--- src/rtl/uart_pkg.sv ---
// uart_pkg: types and constants shared by the UART transmitter and receiver.
//   uart_tx_state_t  transmitter FSM states (IDLE, START, DATA, PARITY, STOP)
//   UART_DATA_BITS   data bits per frame
//   UART_FRAME_BITS  total bits per frame; 11 when UART_TX_PARITY_EN is defined, else 10
//   even_parity()    XOR of the data bits
package uart_pkg;

    typedef enum logic [2:0] {
        IDLE   = 3'd0,
        START  = 3'd1,
        DATA   = 3'd2,
        PARITY = 3'd3,
        STOP   = 3'd4
    } uart_tx_state_t;

    localparam int UART_DATA_BITS = 8;

`ifdef UART_TX_PARITY_EN
    localparam int UART_FRAME_BITS = UART_DATA_BITS + 3;
`else
    localparam int UART_FRAME_BITS = UART_DATA_BITS + 2;
`endif

    function automatic logic even_parity(input logic [7:0] d);
        return ^d;
    endfunction

endpackage

--- src/rtl/uart_tx_fifo.sv ---
// uart_tx_fifo: synchronous single-clock byte FIFO for the UART transmitter.
//   clk, rst      clock, synchronous active-high reset (clears pointers and count)
//   wr, wr_data   write strobe and byte; ignored while full
//   rd, rd_data   pop strobe and head byte (rd_data valid whenever not empty); ignored while empty
//   full, empty   occupancy flags derived from the registered count
//   count         number of stored entries
module uart_tx_fifo #(
    parameter int FIFO_DEPTH = 16
) (
    input  logic                            clk,
    input  logic                            rst,
    input  logic                            wr,
    input  logic [7:0]                      wr_data,
    input  logic                            rd,
    output logic [7:0]                      rd_data,
    output logic                            full,
    output logic                            empty,
    output logic [$clog2(FIFO_DEPTH+1)-1:0] count
);

    localparam int AW = $clog2(FIFO_DEPTH);
    localparam int CW = $clog2(FIFO_DEPTH + 1);

    logic [7:0]    mem_q [FIFO_DEPTH];
    logic [AW-1:0] wr_ptr_q, wr_ptr_d;
    logic [AW-1:0] rd_ptr_q, rd_ptr_d;
    logic [CW-1:0] count_q, count_d;
    logic          do_wr, do_rd;

    assign full    = (count_q == CW'(FIFO_DEPTH));
    assign empty   = (count_q == '0);
    assign count   = count_q;
    assign rd_data = mem_q[rd_ptr_q];

    // Full is judged on the registered count, so a write arriving while full
    // is dropped even when a pop frees a slot in the same cycle.
    assign do_wr = wr && !full;
    assign do_rd = rd && !empty;

    always_comb begin
        wr_ptr_d = wr_ptr_q;
        rd_ptr_d = rd_ptr_q;
        count_d  = count_q;
        if (do_wr) begin
            wr_ptr_d = wr_ptr_q + AW'(1);
        end
        if (do_rd) begin
            rd_ptr_d = rd_ptr_q + AW'(1);
        end
        case ({do_wr, do_rd})
            2'b10:   count_d = count_q + CW'(1);
            2'b01:   count_d = count_q - CW'(1);
            default: count_d = count_q;
        endcase
    end

    always_ff @(posedge clk) begin
        if (rst) begin
            wr_ptr_q <= '0;
            rd_ptr_q <= '0;
            count_q  <= '0;
        end else begin
            wr_ptr_q <= wr_ptr_d;
            rd_ptr_q <= rd_ptr_d;
            count_q  <= count_d;
        end
    end

    // Storage needs no reset: contents are only read behind a non-zero count.
    always_ff @(posedge clk) begin
        if (do_wr) begin
            mem_q[wr_ptr_q] <= wr_data;
        end
    end

endmodule

--- src/rtl/uart_tx.sv ---
// uart_tx: buffered UART transmitter, LSB first, start/stop framing, back-to-back frames.
// Optional even parity bit after data bit 7 when UART_TX_PARITY_EN is defined (11-bit frame);
// default build is 8N1 (10-bit frame).
//   CLKS_PER_BIT  clocks per bit (>= 2), FIFO_DEPTH  FIFO entries (power of two, >= 2)
//   clk, rst      clock, synchronous active-high reset
//   tx_wr, tx_data  write strobe and byte, accepted when tx_full is low
//   tx_full       FIFO full
//   tx_busy       frame in progress or FIFO non-empty
//   tx_done       one-cycle pulse on the last clock of each stop bit
//   txd           registered serial output, idle high
module uart_tx
    import uart_pkg::*;
#(
    parameter int CLKS_PER_BIT = 434,
    parameter int FIFO_DEPTH   = 16
) (
    input  logic       clk,
    input  logic       rst,
    input  logic       tx_wr,
    input  logic [7:0] tx_data,
    output logic       tx_full,
    output logic       tx_busy,
    output logic       tx_done,
    output logic       txd
);

    localparam int          CW       = $clog2(FIFO_DEPTH + 1);
    localparam logic [15:0] BIT_LAST = 16'(CLKS_PER_BIT - 1);
    localparam logic [2:0]  IDX_LAST = 3'(UART_DATA_BITS - 1);

    logic          fifo_rd;
    logic          fifo_empty;
    logic [7:0]    fifo_rd_data;
    logic [CW-1:0] fifo_count;

    uart_tx_state_t state_q, state_d;
    logic [15:0]    clk_cnt_q, clk_cnt_d;
    logic [2:0]     bit_idx_q, bit_idx_d;
    logic [7:0]     shreg_q, shreg_d;
    logic           txd_q, txd_d;
    logic           tx_done_q, tx_done_d;
    logic           bit_end;
`ifdef UART_TX_PARITY_EN
    logic           parity_q, parity_d;
`endif

    uart_tx_fifo #(
        .FIFO_DEPTH(FIFO_DEPTH)
    ) u_fifo (
        .clk     (clk),
        .rst     (rst),
        .wr      (tx_wr),
        .wr_data (tx_data),
        .rd      (fifo_rd),
        .rd_data (fifo_rd_data),
        .full    (tx_full),
        .empty   (fifo_empty),
        .count   (fifo_count)
    );

    // txd and tx_done are registered from the current state, so the line
    // follows the FSM by one clock: START entered at N+1 shows on txd at N+2,
    // and tx_done lines up with the final clock of the stop bit on txd.
    always_comb begin
        state_d   = state_q;
        bit_idx_d = bit_idx_q;
        shreg_d   = shreg_q;
        txd_d     = 1'b1;
        tx_done_d = 1'b0;
        fifo_rd   = 1'b0;
`ifdef UART_TX_PARITY_EN
        parity_d  = parity_q;
`endif
        bit_end   = (clk_cnt_q == BIT_LAST);
        clk_cnt_d = bit_end ? '0 : clk_cnt_q + 16'd1;

        case (state_q)
            IDLE: begin
                clk_cnt_d = '0;
                if (!fifo_empty) begin
                    fifo_rd = 1'b1;
                    shreg_d = fifo_rd_data;
`ifdef UART_TX_PARITY_EN
                    parity_d = even_parity(fifo_rd_data);
`endif
                    state_d = START;
                end
            end

            START: begin
                txd_d = 1'b0;
                if (bit_end) begin
                    bit_idx_d = '0;
                    state_d   = DATA;
                end
            end

            DATA: begin
                txd_d = shreg_q[0];
                if (bit_end) begin
                    shreg_d = {1'b0, shreg_q[7:1]};
                    if (bit_idx_q == IDX_LAST) begin
`ifdef UART_TX_PARITY_EN
                        state_d = PARITY;
`else
                        state_d = STOP;
`endif
                    end else begin
                        bit_idx_d = bit_idx_q + 3'd1;
                    end
                end
            end

`ifdef UART_TX_PARITY_EN
            PARITY: begin
                txd_d = parity_q;
                if (bit_end) begin
                    state_d = STOP;
                end
            end
`endif

            STOP: begin
                txd_d = 1'b1;
                if (bit_end) begin
                    tx_done_d = 1'b1;
                    // Chain straight into the next start bit when data is waiting.
                    if (!fifo_empty) begin
                        fifo_rd = 1'b1;
                        shreg_d = fifo_rd_data;
`ifdef UART_TX_PARITY_EN
                        parity_d = even_parity(fifo_rd_data);
`endif
                        state_d = START;
                    end else begin
                        state_d = IDLE;
                    end
                end
            end

            default: begin
                clk_cnt_d = '0;
                state_d   = IDLE;
            end
        endcase
    end

    always_ff @(posedge clk) begin
        if (rst) begin
            state_q   <= IDLE;
            clk_cnt_q <= '0;
            bit_idx_q <= '0;
            shreg_q   <= '0;
            txd_q     <= 1'b1;
            tx_done_q <= 1'b0;
`ifdef UART_TX_PARITY_EN
            parity_q  <= 1'b0;
`endif
        end else begin
            state_q   <= state_d;
            clk_cnt_q <= clk_cnt_d;
            bit_idx_q <= bit_idx_d;
            shreg_q   <= shreg_d;
            txd_q     <= txd_d;
            tx_done_q <= tx_done_d;
`ifdef UART_TX_PARITY_EN
            parity_q  <= parity_d;
`endif
        end
    end

    assign txd     = txd_q;
    assign tx_done = tx_done_q;
    assign tx_busy = (state_q != IDLE) || (fifo_count != '0);

endmodule

--- config.mk ---
export PLATFORM = sky130hd
export DESIGN_NAME = uart_tx
export DESIGN_NICKNAME = d
export VERILOG_FILES = /design/src/rtl/uart_pkg.sv /design/src/rtl/uart_tx_fifo.sv /design/src/rtl/uart_tx.sv
export SDC_FILE = /design/constraint.sdc
export NUM_CORES = 1
export LEC_CHECK = 0
export CORE_UTILIZATION = 32
export CTS_CLUSTER_SIZE = 20
export DETAILED_ROUTE_END_ITERATION = 10
export GPL_TIMING_DRIVEN = 0
export PLACE_DENSITY = 0.52
export SLEW_MARGIN = 25
export SYNTH_ARGS = -nofsm -noshare
export SYNTH_HDL_FRONTEND = slang
export SYNTH_HIERARCHICAL = 1
export SYNTH_SLANG_ARGS = --single-unit
--- constraint.sdc ---
create_clock -name clk -period 6.7 [get_ports clk]
set_input_delay 1.34 -clock clk [delete_from_list [all_inputs] [get_ports clk]]
set_output_delay 1.34 -clock clk [all_outputs]
set_load 0.1 [all_outputs]
==> results.cfg, run 1 <==
[synth]
syn-num-nets = 532
syn_area_sq_um = 7510
netlist-cell-type-count = 66
ys_seq_area_frac = 0.642
yosysWarnings = 6
netlist.area_leader.share = 0.512
avgSynthCellArea_sq_um = 14.8
synthArstFlopShare = 0
syn_inst = 509
synth_edf_count = 128
synth_top_area_cell = edfxtp_1
synth-main-ff-cell = edfxtp_1
synth.area.top_cells = edfxtp_1, dfxtp_1, mux4_2
ys_ff_latch = 177

[global_route]
grt-ovfl-total = 0
antenna_found_initial = 0
grt_first_pass_wirelength_mm = 23.7
first_global_vias = 4232
grt_max_degree = 23
track_usage = 0.133

[sta]
setup_viol = 0
rsz0062_at_grt = false
slew_violations = 0
relSlewSlack = 0.355
min_period_over_period = 0.618
skew_ns = 0.0124
fmax_mhz = 241
setup-tns-final_ns = 0
hold_viol = 0
worstMarginPinSlew_ns = 0.964
fin_crit_ns = 4.14

[cells_and_area]
nets = 565
stdcell_area_sq_um = 8710
final_common_cell = edfxtp_1
final_cell_mix = edfxtp_1, nor2_1, dfxtp_1
syn2layout_area_growth_pct = 15.9
diodes = 0
drive_gt1_frac = 0.171

[route]
drt_pass1_iterations = 4
drt_wl_total_mm = 15.2
post_drt_wl_per_cell_um = 17.5
remaining_drc_errors = 0
drtIter0Drc = 223
via_per_inst = 4.91
num_vias = 4259
drtAntennaViolNets = 0

[clock_tree]
cts.sink_count = 177
cts_resized = 0
hold_buffers = 0
cts_buffers = 17
clockRootBuffer = clkbuf_16
clk_path_buf_depth = 2
clkTransAtPathRegs_ns = 0.08
cts_setup_buffers = 0
clk_latency_ns = 0.43
htree_levels = 4
cts_tree = yes

[status]
status = finished clean

[worst_setup_path]
crit_path_top_delay_cell = nor3_1
crit_buf_inv = 3
cpMostUsedCell = ha_1
reg2reg_slack_ns = 2.56
r2r_cells = 16
critPathMaxFanout = 10
worstPathRequired_ns = 7.02
endpoint_kind = flip-flop
cp-start-kind = flip-flop
cp.depth = 16
cpLargestDelayFamily = simple AND/OR/NAND/NOR gates
path_cells = ha_1 > nor3b_1 > nand4_2 > clkbuf_1 > and2_1 > nor3_1 > o21ai_4 > inv_1 > ha_1 > clkbuf_1 > xor2_1 > ha_1 > nand2_1 > o21ai_0 > nor3_1 > nand4bb_1
crit_path_max_incr_delay_ns = 0.56
crit_type = reg -> reg
crit_arrival_ns = 4.46

[place]
io_buffers = 14
placed_cell_area_sq_um = 8060
gp_congestion = 0.753
dpl.hpwl_mm = 10.2

[hold_path]
holdPathStages = 2
worstHoldPathType = reg -> reg

[floorplanning]
rows = 55
dieHeight_um = 155
core_sq_um = 22800
start_util = 0.329
die_x_um = 155
pin_count = 15
die-area_sq_um = 24100

[pwr]
pwr_density_cell_nw_per_um2 = 343
power.leakage_uw = 0.00288
peakVddDrop_v = 0.000178

[job]
drv_cap = 0
==> kinds of logic after synthesis <==
group                      after synthesis  share of synthesized area
AOI/OAI and AO/OA                       52                     0.0551
xor gates and xnor gates                22                     0.0257
adders and majority gates               12                     0.0200
buffers and inverters                   38                     0.0223
DFF                                    177                      0.642
muxes                                   50                      0.121
and+or+nand+nor                        158                      0.113
==> worst register-to-register path, stage by stage, from the launching register on <==
cell and delay (ns):
dfxtp_1 0.42, ha_1 0.17, nor3b_1 0.25, nand4_2 0.25, clkbuf_1 0.27, and2_1 0.23, nor3_1 0.56, o21ai_4 0.17
inv_1 0.10, ha_1 0.18, clkbuf_1 0.36, xor2_1 0.19, ha_1 0.26, nand2_1 0.07, o21ai_0 0.29, nor3_1 0.08
nand4bb_1 0.18
==> path summary, 6_finish.rpt <==
kind	start	end
setup / recovery	clk_cnt_q[0]$_SDFF_PP0_	u_fifo/count[4]$_SDFFE_PP0P_
hold reg to reg	shreg_q[7]$_SDFFE_PP0P_	shreg_q[7]$_SDFFE_PP0P_
setup reg to reg	clk_cnt_q[0]$_SDFF_PP0_	u_fifo/count[4]$_SDFFE_PP0P_
hold / removal	shreg_q[7]$_SDFFE_PP0P_	shreg_q[7]$_SDFFE_PP0P_
==> cell usage after synthesis (all sizes together) (4+ instances only) <==
cell type and instances:
nor2b 14, nand2b 5, o21ai 7, xnor2 10, clkbuf 15, mux2 7, ha 12, or3 5
nor2 54, a22oi 16, inv 9, nor4 7, nand4 6, mux2i 11, buf 13, dfxtp 49
edfxtp 128, and2 4, xor2 12, nand3 8, mux4 32, o21a 4, or4 4, nor3 10
nand2 21, a21oi 5
==> registers in the layout (all words and copies together), names as in the netlist, named ones only <==
name / cells
bit_idx_q: 3
tx_done: 1
u_fifo/wr_ptr_q: 4
state_q: 3
shreg_q: 8
u_fifo/count: 5
u_fifo/rd_ptr_q: 4
u_fifo/mem_q: 128
clk_cnt_q: 16
txd: 1
==> per-layer routing <==
| metal | vias to the layer above | track usage | routed length [um] |
|---|---|---|---|
| met4 | 0 | 0.0509 | 238 |
| li1 | 2009 | - | - |
| met5 | - | 0 | 0 |
| met3 | 19 | 0.0273 | 624 |
| met1 | 2159 | 0.172 | 7000 |
| met2 | 72 | 0.220 | 7370 |
==> cell type report <==
class | instances | area [sq um]
fill | 2151 | 14100
tap | 313 | 392
sequential | 177 | 4820
inverter | 10 | 37.5
clock inverter | 15 | 219
timing repair buffer | 14 | 140
multi-input combinational | 294 | 2540
clock buffer | 17 | 425
buffer | 28 | 130
==> report_power, final <==
| part | internal, uW | switching, uW | total, uW |
|---|---|---|---|
| Clock | 525 | 518 | 1040 |
| Sequential | 1230 | 32.4 | 1260 |
| Combinational | 271 | 404 | 675 |
==> metrics by stage <==
stage                     total power, uW   util  hold WS [ns]  instances  worst slack, ns
after CTS                            3010  0.381         0.486        868             2.53
after global routing                 3100  0.381         0.510        868             2.22
after detailed placement             1970  0.353         0.475        836             2.56
after floorplan                      1790      -         0.449        509             3.03
after global placement               1950  0.352         0.462        836             2.70
final                                2980  0.381         0.482        868             2.56
No activity file was read; power rests on OpenSTA's default activity.
==> inputs of run 2 (changes only) <==
--- a/config.mk
+++ b/config.mk
@@ -9,7 +9,7 @@
 export CTS_CLUSTER_SIZE = 20
 export DETAILED_ROUTE_END_ITERATION = 10
 export GPL_TIMING_DRIVEN = 0
-export PLACE_DENSITY = 0.52
+export PLACE_DENSITY = 0.53
 export SLEW_MARGIN = 25
 export SYNTH_ARGS = -nofsm -noshare
 export SYNTH_HDL_FRONTEND = slang
==> constraint.sdc (replaced) <==
create_clock -name clk -period 3.4 [get_ports clk]
set_input_delay 0.68 -clock clk [delete_from_list [all_inputs] [get_ports clk]]
set_output_delay 0.68 -clock clk [all_outputs]
set_load 0.1 [all_outputs]
==> run 2 against run 1 <==
  * Register-to-register slack worse by 2.4 ns
  * First-iteration DRC count up 39%
  * Final cell count up 0.12%
  * Via count up 1.1%
  * Sequential cell count unchanged
  * Critical path type unchanged
  * Critical endpoint unchanged
  * Largest power group unchanged
==> results.cfg, run 2 (synthesis gave the netlist of run 1 again) <==
[status]
status = finished clean

[pwr]
pwr-share-clk = 0.342
comb_power_share = 0.232
pwr_density_cell_nw_per_um2 = 669
power_frac_seq = 0.426
peakVddDrop_v = 0.000280
power_switching_uw = 1860
power.leakage_uw = 0.00289
p_sw_frac = 0.318
p_int_uw = 3990

[cells_and_area]
fillCellCount = 2188
diodes = 0
final_cell_mix = edfxtp_1, nor2_1, dfxtp_1
largest-register = u_fifo/mem_q
drive_gt1_frac = 0.187
final_common_cell = edfxtp_1
nets = 566
top_regs = u_fifo/mem_q (128), clk_cnt_q (16), shreg_q (8)
stdcell_area_sq_um = 8750
largest_reg_flops = 128
syn2layout_area_growth_pct = 16.4

[route]
drt_pass1_iterations = 5
drtIter0Drc = 311
via_per_inst = 4.95
post_drt_wl_per_cell_um = 17.8
remaining_drc_errors = 0
drtAntennaViolNets = 0
num_vias = 4305
drt_wl_total_mm = 15.5

[sta]
fin_crit_ns = 3.20
setup-tns-final_ns = 0
hold_viol = 0
worstMarginPinSlew_ns = 0.969
min_period_over_period = 0.941
setup_viol = 0
skew_ns = 0.0142
fmax_mhz = 313
slew_violations = 0
whs_ns = 0.463
relSlewSlack = 0.352

[worst_setup_path]
crit_arrival_ns = 3.51
crit_type = reg -> reg
cp-start-kind = flip-flop
worstPathRequired_ns = 3.71
endpoint_kind = flip-flop
critPathMaxFanout = 10

[place]
io_buffers = 14
placed_cell_area_sq_um = 8060
gp_congestion = 0.767
dpl.hpwl_mm = 10.3

[floorplanning]
rows = 55
start_util = 0.329
dieHeight_um = 155
die_x_um = 155
pin_count = 15
core_sq_um = 22800
die-area_sq_um = 24100

[clock_tree]
hold_buffers = 0
cts_buffers = 17
clk_latency_ns = 0.44
clk_path_buf_depth = 2
clockRootBuffer = clkbuf_16
htree_levels = 4
cts.sink_count = 177
clkTransAtPathRegs_ns = 0.07
cts_tree = yes

[global_route]
antenna_found_initial = 0
first_global_vias = 4398
grt-ovfl-total = 0
grt_first_pass_wirelength_mm = 24.7
grt_max_degree = 22
track_usage = 0.139

[job]
drv_cap = 0

[hold_path]
worstHoldPathType = reg -> reg
-- run 2: changes by cell type in the layout (fill, tap and decap cells not counted), sizes merged --
cell           change
buf                +2
clkbuf             -1
clkdlybuf4s50      -2
dlygate4sd2        +2
-- run 2: routing by layer --
metal / wire length (um) / GRT usage / part of all wire / up-vias
met2: 7570 / 0.225 / 0.49 / 73
met5: 0 / 0 / 0 / -
met1: 7160 / 0.184 / 0.46 / 2195
met4: 233 / 0.0444 / 0.015 / 0
li1: - / - / - / 2017
met3: 530 / 0.0320 / 0.034 / 20
-- run 2: repair_timing --
item,4_1_cts,5_1_grt
pin swaps,2,1
gates resized for setup,7,10
hold endpoints to repair,0,0
cloned,0,0
setup buffers,1,0
setup endpoints to repair,6,2
-- run 2: final timing paths --
path                                              start                      endpoint  slack [ns]  cells after the start
worst max register to register  clk_cnt_q[3]$_SDFF_PP0_  u_fifo/count[4]$_SDFFE_PP0P_        0.20                     15
worst min-delay path            clk_cnt_q[0]$_SDFF_PP0_       clk_cnt_q[0]$_SDFF_PP0_        0.46                      1
worst min register to register  clk_cnt_q[0]$_SDFF_PP0_       clk_cnt_q[0]$_SDFF_PP0_        0.46                      1
worst max-delay path            clk_cnt_q[3]$_SDFF_PP0_  u_fifo/count[4]$_SDFFE_PP0P_        0.20                     15
-- run 2: stage by stage --
| stage | total power [uW] | setup slack (ns) | util | cells |
|---|---|---|---|---|
| finish | 5850 | 0.200 | 0.383 | 869 |
| global route | 6120 | -0.00247 | 0.383 | 869 |
| CTS | 5910 | 0.0386 | 0.381 | 869 |
| detailed placement | 3880 | -0.666 | 0.353 | 836 |
| global placement | 3850 | -0.607 | 0.352 | 836 |
| floorplan | 3530 | 0.0600 | - | 509 |
-- run 2: layout make-up --
class,count,area (sq um),share of cell area
buffer,28,135,0.0155
clock buffer,17,425,0.0486
clock inverter,15,201,0.0230
inverter,10,37.5,0.00429
multi-input combinational,294,2580,0.295
sequential,177,4830,0.552
tap,313,392,0.0448
timing repair buffer,15,145,0.0166
-- run 2: critical path, cell delays in order, from the launching register on --
cell	delay, ns
dfxtp_1	0.39
nor4b_4	0.32
nand4_2	0.16
buf_2	0.20
and2_1	0.20
nor3_4	0.31
o21ai_4	0.13
inv_1	0.07
ha_1	0.17
clkbuf_4	0.20
xor2_1	0.17
ha_2	0.25
nand2_1	0.08
o21ai_2	0.16
nor3_1	0.07
nand4bb_1	0.18
-- run 2: power groups by stage --
stage / clock network (uW) / logic (uW) / registers (uW)
6_report: 2000 / 1360 / 2490
5_1_grt: 2140 / 1470 / 2510
4_1_cts: 2050 / 1370 / 2490
3_5_place_dp: 0 / 1340 / 2540
3_3_place_gp: 0 / 1320 / 2540
2_1_floorplan: 0 / 984 / 2540
